File: config.mk
export PLATFORM = sky130hd
export DESIGN_NAME = alu_ctrl
export DESIGN_NICKNAME = d
export VERILOG_FILES = /design/src/rtl/alu_ctrl.sv
export SDC_FILE = /design/constraint.sdc
export NUM_CORES = 1
export LEC_CHECK = 0
export ABC_AREA = 1
export CELL_PAD_IN_SITES_DETAIL_PLACEMENT = 1
export CELL_PAD_IN_SITES_GLOBAL_PLACEMENT = 1
export CORE_MARGIN = 10
export CORE_UTILIZATION = 29
export DETAILED_ROUTE_END_ITERATION = 8
export PLACE_DENSITY = 0.83
export SETUP_SLACK_MARGIN = 0.3
export SYNTH_ARGS = -nofsm -noshare
export SYNTH_HDL_FRONTEND = slang
export SYNTH_SLANG_ARGS = --single-unit
File: constraint.sdc
create_clock -name clk -period 1.6 [get_ports clk]
set_input_delay 0.16 -clock clk [delete_from_list [all_inputs] [get_ports clk]]
set_output_delay 0.16 -clock clk [all_outputs]
set_load 0.05 [all_outputs]
File: src/rtl/alu_ctrl.sv
// ALU controller for a small RV32I subset. An instruction is taken in IDLE,
// decoded against the register file in DECODE, executed on an external
// combinational ALU in EXEC, and written back in WB.

package cpu_pkg;
  typedef enum logic [2:0] {
    ALU_ADD = 3'd0,
    ALU_SUB = 3'd1,
    ALU_XOR = 3'd2,
    ALU_OR  = 3'd3,
    ALU_AND = 3'd4
  } alu_op_t;
endpackage

module alu_ctrl
  import cpu_pkg::*;
(
  input  logic        clk,
  input  logic        rst_n,
  input  logic        instr_valid,
  output logic        instr_ready,
  input  logic [31:0] instr,
  output logic [4:0]  rs1_addr,
  output logic [4:0]  rs2_addr,
  input  logic [31:0] rs1_data,
  input  logic [31:0] rs2_data,
  output alu_op_t     alu_op,
  output logic [31:0] src_a,
  output logic [31:0] src_b,
  input  logic [31:0] alu_result,
  output logic        rd_we,
  output logic [4:0]  rd_addr,
  output logic [31:0] rd_wdata,
  output logic        illegal,
  output logic        busy
);

  typedef enum logic [1:0] {
    IDLE   = 2'd0,
    DECODE = 2'd1,
    EXEC   = 2'd2,
    WB     = 2'd3
  } state_t;

  state_t      r_state;
  state_t      w_nextState;
  logic [31:0] r_instr;
  logic [31:0] r_srcA;
  logic [31:0] r_srcB;
  alu_op_t     r_aluOp;
  logic [4:0]  r_rdAddr;
  logic [31:0] r_rdWdata;

  logic [6:0]  w_opcode;
  logic [2:0]  w_funct3;
  logic [6:0]  w_funct7;
  logic        w_legal;
  alu_op_t     w_decOp;
  logic [31:0] w_srcB;
  logic        w_accept;
  logic        w_loadOps;
  logic        w_capture;

  assign w_opcode = r_instr[6:0];
  assign w_funct3 = r_instr[14:12];
  assign w_funct7 = r_instr[31:25];

  // Register addresses always follow the latched word; the register file answers combinationally.
  assign rs1_addr = r_instr[19:15];
  assign rs2_addr = r_instr[24:20];

  assign alu_op   = r_aluOp;
  assign src_a    = r_srcA;
  assign src_b    = r_srcB;
  assign rd_addr  = r_rdAddr;
  assign rd_wdata = r_rdWdata;

  // Writes to x0 are suppressed so the register file never sees a pulse for them.
  assign rd_we = (r_state == WB) && (r_rdAddr != 5'd0);

  // Decode the latched word into legality, ALU operation and second operand.
  always_comb begin
    w_legal = 1'b0;
    w_decOp = ALU_ADD;
    w_srcB  = rs2_data;
    if (w_opcode == 7'b0110011) begin
      if (w_funct7 == 7'b0000000) begin
        case (w_funct3)
          3'b000:  begin w_legal = 1'b1; w_decOp = ALU_ADD; end
          3'b100:  begin w_legal = 1'b1; w_decOp = ALU_XOR; end
          3'b110:  begin w_legal = 1'b1; w_decOp = ALU_OR;  end
          3'b111:  begin w_legal = 1'b1; w_decOp = ALU_AND; end
          default: w_legal = 1'b0;
        endcase
      end else if (w_funct7 == 7'b0100000 && w_funct3 == 3'b000) begin
        w_legal = 1'b1;
        w_decOp = ALU_SUB;
      end
    end else if (w_opcode == 7'b0010011) begin
      w_srcB = {{20{r_instr[31]}}, r_instr[31:20]};
      case (w_funct3)
        3'b000:  begin w_legal = 1'b1; w_decOp = ALU_ADD; end
        3'b100:  begin w_legal = 1'b1; w_decOp = ALU_XOR; end
        3'b110:  begin w_legal = 1'b1; w_decOp = ALU_OR;  end
        3'b111:  begin w_legal = 1'b1; w_decOp = ALU_AND; end
        default: w_legal = 1'b0;
      endcase
    end
  end

  // State register; reset always lands in IDLE, aborting any instruction in flight.
  always_ff @(posedge clk) begin
    if (!rst_n) r_state <= IDLE;
    else        r_state <= w_nextState;
  end

  // Next-state logic plus the handshake, status and datapath load strobes.
  always_comb begin
    w_nextState = r_state;
    instr_ready = 1'b0;
    busy        = 1'b1;
    illegal     = 1'b0;
    w_accept    = 1'b0;
    w_loadOps   = 1'b0;
    w_capture   = 1'b0;
    case (r_state)
      IDLE: begin
        instr_ready = 1'b1;
        busy        = 1'b0;
        if (instr_valid) begin
          w_accept    = 1'b1;
          w_nextState = DECODE;
        end
      end
      DECODE: begin
        if (w_legal) begin
          w_loadOps   = 1'b1;
          w_nextState = EXEC;
        end else begin
          illegal     = 1'b1;
          w_nextState = IDLE;
        end
      end
      EXEC: begin
        w_capture   = 1'b1;
        w_nextState = WB;
      end
      WB: begin
        w_nextState = IDLE;
      end
      default: w_nextState = IDLE;
    endcase
  end

  // Datapath registers only move on their strobes, so they hold through IDLE.
  always_ff @(posedge clk) begin
    if (!rst_n) begin
      r_instr   <= 32'h0;
      r_srcA    <= 32'h0;
      r_srcB    <= 32'h0;
      r_aluOp   <= ALU_ADD;
      r_rdAddr  <= 5'd0;
      r_rdWdata <= 32'h0;
    end else begin
      if (w_accept) r_instr <= instr;
      if (w_loadOps) begin
        r_srcA  <= rs1_data;
        r_srcB  <= w_srcB;
        r_aluOp <= w_decOp;
      end
      if (w_capture) begin
        r_rdWdata <= alu_result;
        r_rdAddr  <= r_instr[11:7];
      end
    end
  end

endmodule
==> impl_metrics.ini <==
[run_status]
outcome = complete, but fails checks
violations = negative setup slack

[cts]
cts_max_level = 4
clock_path_buffers = 2
clkTransAtPathRegs_ns = 0.07
cts_root_buf = clkbuf_16
clock_latency_ns = 0.43
tritoncts = yes
numCtsBuffers = 17
cts_hold_buf = 0
cts.sinks = 138

[floorplan]
initial_core_util = 0.2944
core_area_mm2 = 0.02017
dieHeight_um = 163.1
io_pins = 249
fp-row-count = 52
fp.dieW_um = 163.1
die-area_mm2 = 0.02660

[timing]
slew_viol_final = 0
slew-limit-headroom = 0.7491
holdWs_ns = 0.1592
final_hold_viol_count = 0
setup_viol = 70
rsz0062_at_grt = yes
fin_crit_sh = 1.222
worst_clock_skew_ns = 0.01182
fin_crit_ns = 1.955
fin_setup_tns_ns = -17.13
fmax_mhz = 511.6
tightestPinTransition_ns = 0.3763
layout_setup_ws_ns = -0.3545

[critical_path]
worstPathRequired_ns = 1.91
critPathKind = reg2reg
start_kind = flip-flop
critPathCaptureType = flip-flop
critPathMaxFanout = 6
critical_path_arrival_ns = 2.27
ff2ff_path_depth = 14

[power]
power_mw = 9.330
leakagePower_nw = 4.952
powerDensity_mw_per_mm2 = 828.8
irDropWorstVdd_mv = 0.7517

[route]
viasPerCell = 4.945
vias = 7056
drcViolationCount = 0
drtIter0Drc = 309
wl_per_cell_um = 21.20
dr.pass1.iters = 6
wirelength_mm = 30.25
antenna_left = 0

[finish]
utilization = 0.5581
multi_input_area_mm2 = 0.003383
drive_gt1_frac = 0.3674
final_nets = 1272
fillers = 2312
finalNonFillerCells = 1427
seqCellArea_mm2 = 0.002785
area_growth_pct = 89.57

[synthesis]
yosys_warnings = 0
yosysMostFrequentCell = nor2_1
syn-num-nets = 979
syn_area_per_cell_um2 = 7.003
synthCells = 848
ys_seq_area_frac = 0.4652
synth-main-ff-cell = dfxtp_1
ys_seq_elements = 138
yosysTopAreaCellShare = 0.4652
ys_async_sr_fraction = 0
ys_top_cells_by_count = 206 x nor2_1, 143 x nand2_1, 138 x dfxtp_1
synth_area_leaders = dfxtp_1 47%, nor2_1 13%, nand2_1 9.0%
yosysUniqueCellTypes = 24
synth_edf_count = 0
synth_area_leader_cell = dfxtp_1
netlist_area_mm2 = 0.005938

[place]
io_buffers = 248
dp.cells = 1328
hpwl_mm = 17.01
globalplace.congestion = 0.7761

[grt]
antenna_found_initial = 3
grt_pass1_vias = 7771
grt_pass1_wl_mm = 44.84
gr-usage-all-layers = 0.2155
grt-ovfl-total = 0
grt_max_degree = 39

[min_path]
min_delay_path_depth = 3
hold_class = in2reg

[flow_run]
max_cap_viol_count = 0
-- cells by family after synthesis --
family / count (synthesis) / synth area share
and+or+nand+nor: 444 / 0.3207
AOI/OAI and AO/OA: 144 / 0.1224
DFF: 138 / 0.4652
buffers and inverters: 122 / 0.09166
-- metal layers --
metal	track usage	vias up	wire, µm
li1	-	3299	-
met1	0.2282	3424	11450
met2	0.3797	279	15440
met3	0.08306	54	2528
met4	0.08074	0	837
met5	0	-	0
-- worst max-delay path, cell delays in order, from the launching register on --
cell,delay [ns]
dfxtp_1,0.35
nor2_2,0.13
nand2_2,0.10
nor2_2,0.16
nand2_2,0.09
nand2_4,0.10
nand2_4,0.07
nand2_8,0.07
buf_8,0.14
buf_12,0.11
buf_16,0.14
buf_8,0.13
nand3b_1,0.09
nand2_1,0.09
nor2_1,0.05
-- cell usage in the layout, fill, tap and decap left out, types with 23 or more instances in the layout --
master           netlist  final
nor2_1               206    151
buf_4                 13    143
nand2_1              143    136
clkdlybuf4s50_1        0    129
dfxtp_1              138    124
o21ai_0               70     56
inv_1                 49     44
a21oi_2                0     43
nand3b_1              33     33
nor2_4                 1     30
buf_12                 0     30
nor2_2                 1     27
nand3_1               49     25
nand3_2                0     24
a21oi_1               72     23
-- path summary, 6_finish.rpt --
kind                                 start                      to  slack, ns
setup / recovery  r_instr[26]$_SDFFE_PN0P_  src_b[30]$_SDFFE_PN0P_      -0.35
hold / removal                       rst_n  src_b[29]$_SDFFE_PN0P_       0.16
setup reg to reg  r_instr[26]$_SDFFE_PN0P_  src_b[30]$_SDFFE_PN0P_      -0.35
hold reg to reg     src_b[13]$_SDFFE_PN0P_  src_b[13]$_SDFFE_PN0P_       0.49
-- layout make-up --
class | count | area share
multi-input cells | 588 | 0.3005
clock buffers | 19 | 0.04024
inverters | 50 | 0.01956
diodes | 3 | 0.0006669
clock inverters | 13 | 0.01701
flip-flops and latches | 138 | 0.2474
well taps | 270 | 0.03001
repair inverters | 6 | 0.01045
repair buffers | 340 | 0.3341
-- where the power goes --
part / total, mW / leakage (nW) / internal [mW] / switching [mW]
Combinational: 1.36 / 3.52 / 0.664 / 0.701
Clock: 4.40 / 0.306 / 2.71 / 1.69
Sequential: 3.57 / 1.12 / 3.51 / 0.0598
Total: 9.33 / 4.95 / 6.88 / 2.45
-- through the flow --
step / setup WS, ns / cell area, µm²
6_report: -0.3545 / 11260
5_1_grt: -0.4149 / 11250
3_3_place_gp: 0.07656 / 8760
2_1_floorplan: -0.2190 / 6227
4_1_cts: -0.2146 / 10880
3_5_place_dp: 0.004326 / 8760
-- repair_timing --
action                                  4_1_cts  5_1_grt
pin swaps                                    49       40
endpoints found under the setup margin      138      122
endpoints found under the hold margin         0        0
gates resized for setup                     177       64
buffers inserted                             28        9
cloned                                       24        3
-- registers in the layout, indices dropped and copies added (netlist names), named ones only --
register,flops
src_b,32
src_a,32
rd_addr,5
r_instr,32
rd_wdata,32
alu_op,3
r_state,1
(Power assumes the default switching activity.)
